===== src/rtl/rv_range_counter.sv =====
// rv_range_counter
//   Streams the indices start, start+step, ... up to an inclusive limit over a
//   valid/ready output channel. A range is requested with a valid/ready start
//   handshake. It runs once, or repeats forever when AUTO_RESTART is set.
//   The range can be cancelled with abort at any time.
//
// Parameters
//   WIDTH        width of the start, limit, step and data fields
//   AUTO_RESTART 1: rerun the latched range until abort; 0: one-shot
//
// Ports
//   clk        in   clock; all state changes on the rising edge
//   rst_n      in   asynchronous active-low reset
//   go_valid   in   request to start a range
//   go_ready   out  high only while idle
//   cfg_start  in   first index            (sampled on the start handshake)
//   cfg_limit  in   inclusive upper bound  (sampled on the start handshake)
//   cfg_step   in   increment, 0 means 1   (sampled on the start handshake)
//   abort      in   synchronous cancel of the current range
//   out_valid  out  out_data holds a valid index
//   out_ready  in   downstream accepts the current index
//   out_data   out  current index
//   out_last   out  current index is the final one of this pass
//   busy       out  a range is being emitted
//   done       out  one-cycle pulse when a one-shot range ends
//
// All outputs are registers or are decoded from the state register only. No
// output depends combinationally on out_ready or go_valid.

module rv_range_counter #(
    parameter int WIDTH        = 8,
    parameter bit AUTO_RESTART = 1'b0
) (
    input  logic             clk,
    input  logic             rst_n,
    input  logic             go_valid,
    output logic             go_ready,
    input  logic [WIDTH-1:0] cfg_start,
    input  logic [WIDTH-1:0] cfg_limit,
    input  logic [WIDTH-1:0] cfg_step,
    input  logic             abort,
    output logic             out_valid,
    input  logic             out_ready,
    output logic [WIDTH-1:0] out_data,
    output logic             out_last,
    output logic             busy,
    output logic             done
);

    typedef enum logic [1:0] {
        IDLE  = 2'd0,
        RUN   = 2'd1,
        FLUSH = 2'd2
    } state_t;

    state_t           state;
    state_t           state_next;

    logic [WIDTH-1:0] start_q;
    logic [WIDTH-1:0] limit_q;
    logic [WIDTH-1:0] step_q;
    logic [WIDTH-1:0] data_q;
    logic             last_q;

    logic             start_hs;
    logic             xfer;
    logic [WIDTH-1:0] next_idx;

    // A stored step of zero behaves as a step of one.
    function automatic logic [WIDTH-1:0] eff_step(input logic [WIDTH-1:0] s);
        return (s == '0) ? WIDTH'(1) : s;
    endfunction

    // Decide whether index v is the final one of a pass. The successor is
    // formed one bit wider, so a carry out of WIDTH bits also exceeds the
    // limit. A pass therefore ends before it can wrap below start.
    function automatic logic is_last(input logic [WIDTH-1:0] v,
                                     input logic [WIDTH-1:0] lim,
                                     input logic [WIDTH-1:0] stp);
        logic [WIDTH:0] sum;
        sum = {1'b0, v} + {1'b0, eff_step(stp)};
        return sum > {1'b0, lim};
    endfunction

    // abort in IDLE blocks a simultaneous start request.
    // abort in RUN wins over a simultaneous transfer.
    assign start_hs = (state == IDLE) && go_valid && !abort;
    assign xfer     = (state == RUN) && out_ready && !abort;

    // This value is only loaded when last_q is clear. In that case the
    // successor is known not to overflow, so a WIDTH-bit sum is enough.
    assign next_idx = data_q + eff_step(step_q);

    // ------------------------------------------------------------------
    // State register
    // ------------------------------------------------------------------
    // NOTE: every clocked process uses non-blocking assignments. All
    // registers then sample pre-edge values, whatever the process order.
    always_ff @(posedge clk or negedge rst_n) begin
        if (!rst_n) begin
            state <= IDLE;
        end else begin
            state <= state_next;
        end
    end

    // ------------------------------------------------------------------
    // Next-state logic
    // ------------------------------------------------------------------
    // NOTE: state_next receives a default before the case statement. No path
    // then leaves it unassigned, which would otherwise infer a latch.
    always_comb begin
        state_next = state;
        case (state)
            IDLE: begin
                if (start_hs) begin
                    state_next = (cfg_start > cfg_limit) ? FLUSH : RUN;
                end
            end
            RUN: begin
                if (abort) begin
                    state_next = IDLE;
                end else if (out_ready && last_q && !AUTO_RESTART) begin
                    state_next = FLUSH;
                end
            end
            FLUSH:   state_next = IDLE;
            default: state_next = IDLE;
        endcase
    end

    // ------------------------------------------------------------------
    // Outputs, decoded from the state register
    // ------------------------------------------------------------------
    // FLUSH lasts exactly one cycle, and that cycle is the done pulse.
    always_comb begin
        go_ready  = (state == IDLE);
        out_valid = (state == RUN);
        busy      = (state == RUN);
        done      = (state == FLUSH);
        out_last  = last_q && (state == RUN);
        out_data  = data_q;
    end

    // ------------------------------------------------------------------
    // Range registers and index datapath
    // ------------------------------------------------------------------
    // NOTE: the latched range is reset as well as the index. A reset then
    // leaves no trace of a discarded range.
    always_ff @(posedge clk or negedge rst_n) begin
        if (!rst_n) begin
            start_q <= '0;
            limit_q <= '0;
            step_q  <= '0;
            data_q  <= '0;
            last_q  <= 1'b0;
        end else if (start_hs) begin
            start_q <= cfg_start;
            limit_q <= cfg_limit;
            step_q  <= cfg_step;
            data_q  <= cfg_start;
            last_q  <= is_last(cfg_start, cfg_limit, cfg_step);
        end else if (xfer) begin
            if (!last_q) begin
                data_q <= next_idx;
                last_q <= is_last(next_idx, limit_q, step_q);
            end else if (AUTO_RESTART) begin
                // Go straight back to start with no idle cycle in between.
                data_q <= start_q;
                last_q <= is_last(start_q, limit_q, step_q);
            end
        end
    end

endmodule


===== config.mk =====
export PLATFORM = sky130hd
export DESIGN_NAME = rv_range_counter
export DESIGN_NICKNAME = d
export VERILOG_FILES = /design/src/rtl/rv_range_counter.sv
export SDC_FILE = /design/constraint.sdc
export NUM_CORES = 1
export LEC_CHECK = 0
export ABC_CLOCK_PERIOD_IN_PS = 12100
export CAP_MARGIN = 20
export CORE_AREA = 2 2 88 82
export CTS_BUF_LIST = sky130_fd_sc_hd__clkbuf_8
export DETAILED_ROUTE_END_ITERATION = 7
export DIE_AREA = 0 0 90 84
export PLACE_DENSITY_LB_ADDON = 0.08
export SETUP_SLACK_MARGIN = 0.15
export SYNTH_ARGS = -nofsm -noshare
export SYNTH_HDL_FRONTEND = slang
export SYNTH_SLANG_ARGS = --single-unit
export TNS_END_PERCENT = 5

===== constraint.sdc =====
create_clock -name clk -period 12.1 [get_ports clk]
set_input_delay 1.815 -clock clk [delete_from_list [all_inputs] [get_ports clk]]
set_output_delay 1.815 -clock clk [all_outputs]
set_load 0.02 [all_outputs]

Word-level counts from Yosys, hierarchy flattened
Index checks and enable logic that the tools add are counted.
{"block": "word_totals", "reg_bits": 27, "word_cells": 42, "input_bits": 29, "out_inout_bits": 13}
{"block": "classes", "magnitude_cmp": 3, "muxes": 13, "n_addsub": 3, "reduce_logical": 13, "n_eq_ne": 5}
{"cell": "2-to-1 mux 8 bit", "n": 5}
{"cell": "adder 8 x 8 -> 9 bit", "n": 2}
{"cell": "greater-than comparator 9 x 8 -> 1 bit", "n": 2}
{"cell": "logical NOT 8 bit", "n": 2}
{"cell": "adder 8 bit", "n": 1}
{"cell": "greater-than comparator 8 bit", "n": 1}
{"cell": "2-to-1 mux 2 bit", "n": 4}
{"cell": "logical AND 1 bit", "n": 6}
{"cell": "!= test 2 x 1 -> 1 bit, second input constant", "n": 2}
{"cell": "case mux 2 bit (2 select lines)", "n": 1}
{"cell": "AND reduction 2 bit", "n": 2}
{"cell": "2-to-1 mux 1 bit", "n": 3}
{"cell": "!= test 3 x 2 -> 1 bit, second input constant", "n": 1}
{"cell": "equality test 2 x 1 -> 1 bit, second input constant", "n": 1}
{"cell": "equality test 2 bit, second input constant", "n": 1}
{"cell": "logical NOT 2 bit", "n": 1}
{"cell": "nonzero test 2 bit", "n": 1}
{"cell": "logical NOT 1 bit", "n": 1}

Longest topological paths before layout
Gate-level depths: netlist of run 1.
{"block": "depth", "depth_word": 8, "depth_mapped": 20, "mapped_depth_nobuf": 20}

Least setup slack after synthesis of run 1
No wires, ideal clock.
{"block": "synth_path", "path_type": "input port to flip-flop", "from": "input cfg_step[1]", "to": "register last_q", "path_slack_ps": 7778, "cell_stages": 15, "setup_ps": 135, "n_path_buf": 0, "t_arrival_ps": 4187, "path_cell_list": "nor3_1 a21o_1 ha_1 fa_1 a21o_1 a21oi_1 nor2b_1 o21a_1 nor2_1 xnor2_1 ha_1 a211oi_1 a21oi_1 o22ai_1 a22oi_1"}
{"block": "synth_between", "elab_chain_len": 5}
{"item": "start, declared", "line": "40", "text": "input logic [WIDTH-1:0] cfg_step,"}
{"item": "logical NOT 8 bit", "line": "71", "text": "return (s == '0) ? WIDTH'(1) : s;"}
{"item": "2-to-1 mux 8 bit (*)", "line": "71"}
{"item": "adder 8 x 8 -> 9 bit (*)", "line": "81", "text": "sum = {1'b0, v} + {1'b0, eff_step(stp)};"}
{"item": "greater-than comparator 9 x 8 -> 1 bit (*)", "line": "82", "text": "return sum > {1'b0, lim};"}
{"item": "2-to-1 mux 1 bit (*)", "line": "157", "text": "end else if (start_hs) begin"}
{"item": "end signal, assigned", "line": "162", "text": "last_q <= is_last(cfg_start, cfg_limit, cfg_step);"}
{"item": "end signal, assigned", "line": "166", "text": "last_q <= is_last(next_idx, limit_q, step_q);"}
{"item": "end signal, assigned", "line": "170", "text": "last_q <= is_last(start_q, limit_q, step_q);"}
{"item": "end, declared", "line": "63", "text": "logic last_q;"}
Mark *: on every way between the ends. The rest lies on a longest branch, timed or not.
A chain may end at the register's enable or synchronous reset.

Final worst setup path of run 1
Same ends and word-level chain as after synthesis.

==> metrics.yaml, run 1 <==
finish:
  area_delta_synth_final_pct: 20.1
  fin_nets: 415
  final_area_um2: 3100
  diodes: 0
  layout-drive-gt1-share_pct: 3.28
setup_path:
  r2r_slack_ns: 7.47
  required_ns: 12.25
  cpMaxStageDelayCell: "clkdlybuf4s50_1"
  crit_start: "cfg_step[1]"
  startpoint_type: "input port"
  critPathCaptureType: "register"
  path_cells: "clkdlybuf4s50_1, nor3_1, a21o_1, ha_1, fa_1, a21o_1, a21oi_1, nor2b_1, o21a_1, nor2_1, xnor2_1, ha_1, a211oi_1, a21oi_1, o22ai_1, a22oi_1"
  cp.depth: 16
  regToRegStartpoint: "step_q[1]"
  critPathKind: "in -> reg"
  cp_data_arrival_time_ns: 4.98
  critPathTopFamily: "compound AO/OA/AOI/OAI gates"
  r2r-end: "last_q"
  path_buf_inv: 1
  worst-path-max-fanout: 4
  critical-path-max-stage-delay_ns: 0.56
  reg2reg_depth: 19
  endpoint: "last_q"
logic_synthesis:
  ys_seq_elements: 27
  yosys-top-cells-area: "dfrtp_1 26%, ha_1 23%, nand2_1 7.4%"
  yosysSeqAreaShare_pct: 26.2
  ys_warn_count: 0
  synth_area_um2: 2580
  yosysMostFrequentCell: "nand2_1"
  syn_inst: 304
  syn_area_per_cell_um2: 8.48
  async_flop_share_pct: 100
  synth_common_cells: "51 x nand2_1, 47 x ha_1, 27 x dfrtp_1"
  synth_top_area_cell: "dfrtp_1"
  synth_edf_count: 0
  synth_nets: 383
  synth_flop_cell: "dfrtp_1"
  yosysTopAreaCellShare_pct: 26.2
  post_synth_num_cell_types: 48
hold_path:
  hp-class: "reg -> reg"
cts:
  clockBufferDepth: 2
  postCtsHoldBufs: 0
  ctsResizeCount: 0
  clock_latency_ns: 0.28
  clkTransAtPathRegs_ns: 0.10
  h-tree-depth: 1
  cts-root-buf: "clkbuf_8"
  numCtsBuffers: 3
  cts_tree: "done"
  cts.sinks: 27
  postCtsSetupBuffers: 0
grt:
  track_usage_pct: 18.2
  grt_overflow: 0
  grt_pass1_vias: 2148
  grt_pass1_wl_mm: 10.9
  grt_max_degree: 31
  antenna_found_initial: 0
floorplan:
  die_area_um2: 7560
  die_h_um: 84
  io-pin-count: 42
  core_area_um2: 6750
  row_count: 29
  start_util_pct: 38.2
  die_w_um: 90
timing:
  fmaxAchievable_mhz: 207
  hold_ws_ns: 0.500
  finalSetupTns_ns: 0
  skew_ns: 0.00670
  rsz0062_at_grt: "false"
  fin_crit_sh_pct: 39.9
  max_slew_margin_pct: 52.0
  setup_viol: 0
  report.final.slew_viol_count: 0
  hold_viol: 0
  min_period_ns: 4.83
  worst_pin_slew_ns: 0.718
detailed_routing:
  drtIter0Drc: 91
  avgRoutedWirePerCell_um: 15.3
  viasPerCell: 5.13
  vias: 2195
  drc: 0
  drt-pass1-iter-count: 4
  ant_nets: 0
  totalWireLength_mm: 6.56
pwr:
  peakVddDrop_mv: 0.0838
  internal-power_mw: 0.376
  power.share.switching_pct: 45.1
  combPwrFrac_pct: 72.0
  power.clock.fraction_pct: 8.0
  p_leak_nw: 1.52
  power_frac_seq_pct: 20.0
  p_per_area_nw_per_um2: 221
  p_sw_mw: 0.309
  power_mw: 0.685
place:
  dpl-instance-area_um2: 3050
  io_buffers: 41
  dp_hpwl_mm: 5.44
  gp_congestion: 0.821
outcome:
  status: "completed"
run:
  max-cap-violations: 0
-- worst min-delay path by stage --
stage	slack, ns	depth (start not counted)	start	to
floorplan	0.45	2	step_q[0]	step_q[0]
global placement	0.48	2	limit_q[0]	limit_q[0]
detailed placement	0.48	2	step_q[0]	step_q[0]
CTS	0.51	2	step_q[0]	step_q[0]
global route	0.52	2	limit_q[0]	limit_q[0]
finish	0.50	2	limit_q[0]	limit_q[0]
-- cell usage in the layout, fill, tap and decap left out, drive strengths merged, types with 2 or more instances in the layout --
master and instances:
nand2 51, ha 47, clkdlybuf4s50 41, dfrtp 27, inv 21, o21ai 17, a21oi 16, nor2 15
xnor2 14, a21o 11, nand3 6, nor3 5, xor2 5, nor2b 5, o21a 4, nand2b 3
a22oi 3, a211oi 3, fa 3, clkbuf 3, nor4 2, and2b 2, a211o 2, or3 2
nand3b 2, and3 2, nand4 2, o22ai 2, a31oi 2, buf 2
-- metal layers --
layer	global-route usage (%)	part of all wire (%)
met5	0	0
met1	26.1	52
met3	2.26	2.0
met2	29.4	46
met4	3.78	0.90
-- registers in the layout (all words and copies together) (netlist names) --
signal    count
step_q        8
out_data      8
last_q        1
limit_q       8
state         2
-- cells by family after synthesis --
| family | share of synthesized area (%) |
|---|---|
| XOR/XNOR | 6.46 |
| AND/OR/NAND/NOR | 18.7 |
| flip-flops | 26.2 |
| AO/OA/AOI/OAI | 17.7 |
| adder cells (fa/ha/maj) | 25.1 |
| buffers and inverters | 5.78 |
-- worst min-delay path, delay by kind of cell, from the launching register on --
kind / cells / cell delay (ns)
and+or+nand+nor: 2 / 0.10
DFF: 1 / 0.37
-- through the flow --
stage / worst slack [ns] / instances / util [%]
global placement: 6.99 / 424 / 45.2
finish: 7.27 / 428 / 45.9
global route: 7.07 / 428 / 45.9
CTS: 7.26 / 428 / 45.9
detailed placement: 6.95 / 424 / 45.2
floorplan: 7.78 / 304 / -
-- power by group through the flow --
stage          clock, mW  sequential [mW]  combinational (mW)
3_5_place_dp           0            0.139               0.493
2_1_floorplan          0            0.140               0.371
6_report          0.0550            0.137               0.493
4_1_cts           0.0561            0.137               0.497
3_3_place_gp           0            0.139               0.491
5_1_grt           0.0597            0.140               0.563
-- final cells by class --
class,count,area [um2]
clock buffers,3,41.3
well taps,93,116
repair buffers,43,425
flip-flops and latches,27,676
inverters,20,75.1
multi-input cells,241,1760
fillers,684,3650
clock inverters,1,3.75
No activity file was read; power rests on OpenSTA's default activity.
==> inputs of run 2 (changes only) <==
ABC_CLOCK_PERIOD_IN_PS = 4500   (was 12100)
clock period = 4.5 ns   (was 12.1 ns; I/O delays follow)
==> metrics.yaml, run 2 (same netlist as run 1, synthesis figures left out) <==
outcome:
  status: "completed"  # unchanged
setup_path:
  critPathTopFamily: "compound AO/OA/AOI/OAI gates"  # unchanged
  r2r_slack_ns: 0.29  # was 7.47 ns
  required_ns: 4.65  # was 12.25 ns
  startpoint_type: "register"  # was input port
  critPathCaptureType: "register"  # unchanged
  critical-path-max-stage-delay_ns: 0.47  # was 0.56 ns
  critPathKind: "reg -> reg"  # was in -> reg
  worst-path-max-fanout: 3  # was 4
  path_cells: "nor4_2, a21o_1, ha_4, fa_2, ha_1, a21o_1, a21oi_2, nor2b_1, o21a_1, nor2_2, xnor2_2, ha_1, a21o_1, a211oi_2, o221ai_2, o221a_2, o31ai_4, a22oi_1"  # was clkdlybuf4s50_1, nor3_1, a21o_1, ha_1, fa_1, a21o_1, a21oi_1, nor2b_1, o21a_1, nor2_1, xnor2_1, ha_1, a211oi_1, a21oi_1, o22ai_1, a22oi_1
  crit_top_cell: "a21o_1"
  regToRegStartpoint: "step_q[6]"  # was step_q[1]
  cpMaxStageDelayCell: "fa_2"  # was clkdlybuf4s50_1
  r2r-end: "last_q"  # unchanged
  cp_data_arrival_time_ns: 4.35  # was 4.98 ns
  reg2reg_depth: 18  # was 19
  path_buf_inv: 0  # was 1
floorplan:
  die_h_um: 84  # unchanged
  start_util_pct: 38.2  # unchanged
  core_area_um2: 6750  # unchanged
  io-pin-count: 42  # unchanged
  die_area_um2: 7560  # unchanged
  row_count: 29  # unchanged
  die_w_um: 90  # unchanged
finish:
  diodes: 0  # unchanged
  layout-drive-gt1-share_pct: 11.5  # was 3.28%
  layout_common_cells: "51 x nand2_1, 46 x ha_1, 41 x clkdlybuf4s50_1"  # was 51 x nand2_1, 47 x ha_1, 41 x clkdlybuf4s50_1
  layout_commonest_cell: "nand2_1"  # unchanged
  fin_nets: 427  # was 415
  area_delta_synth_final_pct: 27.2  # was 20.1%
timing:
  finalSetupTns_ns: 0  # unchanged
  rsz0062_at_grt: "false"  # unchanged
  worst_pin_slew_ns: 0.744  # was 0.718 ns
  hold_viol: 0  # unchanged
  skew_ns: 0.0192  # was 0.00670 ns
  fin_crit_sh_pct: 93.5
  hold_ws_ns: 0.495  # was 0.500 ns
  max_slew_margin_pct: 50.3  # was 52.0%
  report.final.slew_viol_count: 0  # unchanged
  min_period_ns: 4.21
  setup_viol: 0  # unchanged
  fmaxAchievable_mhz: 238
cts:
  h-tree-depth: 1  # unchanged
  clkTransAtPathRegs_ns: 0.11  # was 0.10 ns
  clock_latency_ns: 0.28  # about the same
  cts_tree: "done"  # unchanged
  numCtsBuffers: 3  # unchanged
  cts.sinks: 27  # unchanged
  clockBufferDepth: 2  # unchanged
  cts-root-buf: "clkbuf_8"  # unchanged
detailed_routing:
  highest_layer: "met4"  # unchanged
  vias: 2261  # was 2195
  drc: 0  # unchanged
  viasPerCell: 5.14  # was 5.13
  ant_nets: 0  # unchanged
  avgRoutedWirePerCell_um: 15.9  # was 15.3 um
  drt-pass1-iter-count: 4  # unchanged
  wl_met1_mm: 3.52  # was 3.38 mm
  drtIter0Drc: 83  # was 91
  totalWireLength_mm: 6.98  # was 6.56 mm
  met3_length_um: 195  # was 130 um
  wl_met2_mm: 3.23  # was 2.99 mm
pwr:
  p_per_area_nw_per_um2: 640  # was 221 nW/um2
  peakVddDrop_mv: 0.241  # was 0.0838 mV
  p_leak_nw: 1.59  # was 1.52 nW
place:
  gp_congestion: 0.881  # was 0.821
  dp_hpwl_mm: 5.49  # was 5.44 mm
  io_buffers: 41  # unchanged
hold_path:
  holdCritStartpoint: "limit_q[0]"  # unchanged
  whs_path_depth: 2  # unchanged
  hp-class: "reg -> reg"  # unchanged
  hold_end: "limit_q[0]"  # unchanged
grt:
  grt_pass1_wl_mm: 11.4  # was 10.9 mm
  grt_pass1_vias: 2242  # was 2148
  grt_max_degree: 31  # unchanged
  grt_overflow: 0  # unchanged
  track_usage_pct: 18.8  # was 18.2%
  antenna_found_initial: 0  # unchanged
run:
  max-cap-violations: 0  # unchanged
## run 2: how the worst max path moves through the flow
| stage | from | end | slack, ns | cells after the start |
|---|---|---|---|---|
| after floorplan | step_q[1] | last_q | 0.54 | 19 |
| after global placement | step_q[2] | last_q | 0.26 | 19 |
| after detailed placement | step_q[2] | last_q | 0.17 | 19 |
| after CTS | step_q[3] | last_q | 0.16 | 19 |
| after global routing | step_q[6] | last_q | 0.13 | 18 |
| final | step_q[6] | last_q | 0.29 | 18 |
## run 2: worst reg2reg max path, cell delays in order (launching register included)
cell and delay (ns):
dfrtp_1 0.44, nor4_2 0.27, a21o_1 0.21, ha_4 0.16
fa_2 0.47, ha_1 0.31, a21o_1 0.19, a21oi_2 0.18
nor2b_1 0.06, o21a_1 0.18, nor2_2 0.14, xnor2_2 0.08
ha_1 0.33, a21o_1 0.21, a211oi_2 0.23, o221ai_2 0.11
o221a_2 0.15, o31ai_4 0.22, a22oi_1 0.11
## run 2: final cells by class
cell class / count / area (um2)
fill: 672 / 3470
multi-input combinational: 241 / 1850
sequential: 27 / 678
timing repair buffer: 55 / 515
tap: 93 / 116
inverter: 20 / 75.1
clock buffer: 3 / 41.3
clock inverter: 1 / 3.75
## run 2: per-layer routing
layer / track usage (%) / vias up
li1: - / 1147
met4: 2.52 / 0
met3: 1.99 / 2
met1: 27.4 / 1066
met2: 31.0 / 46
met5: 0 / -
## run 2: power by group
group	switching, mW	total [mW]	internal [mW]
clock network	0.0820	0.143	0.0614
logic	0.810	1.59	0.780
registers	0.0603	0.365	0.305
## run 2: what timing repair did
item	CTS	global route
endpoints found under the setup margin	1	1
pin swaps	0	11
resized for setup	1	19
hold buffers	0	0
buffers inserted	0	11
## run 2: metrics by stage
stage / power [mW] / utilization (%) / instances / cell area (um2) / setup WS, ns
finish: 2.10 / 48.6 / 440 / 3280 / 0.293
floorplan: 1.37 / - / 304 / 2580 / 0.538
detailed placement: 1.70 / 45.3 / 425 / 3060 / 0.169
global route: 2.32 / 48.6 / 440 / 3280 / 0.130
global placement: 1.70 / 45.3 / 425 / 3060 / 0.263
CTS: 1.85 / 46.0 / 429 / 3110 / 0.164
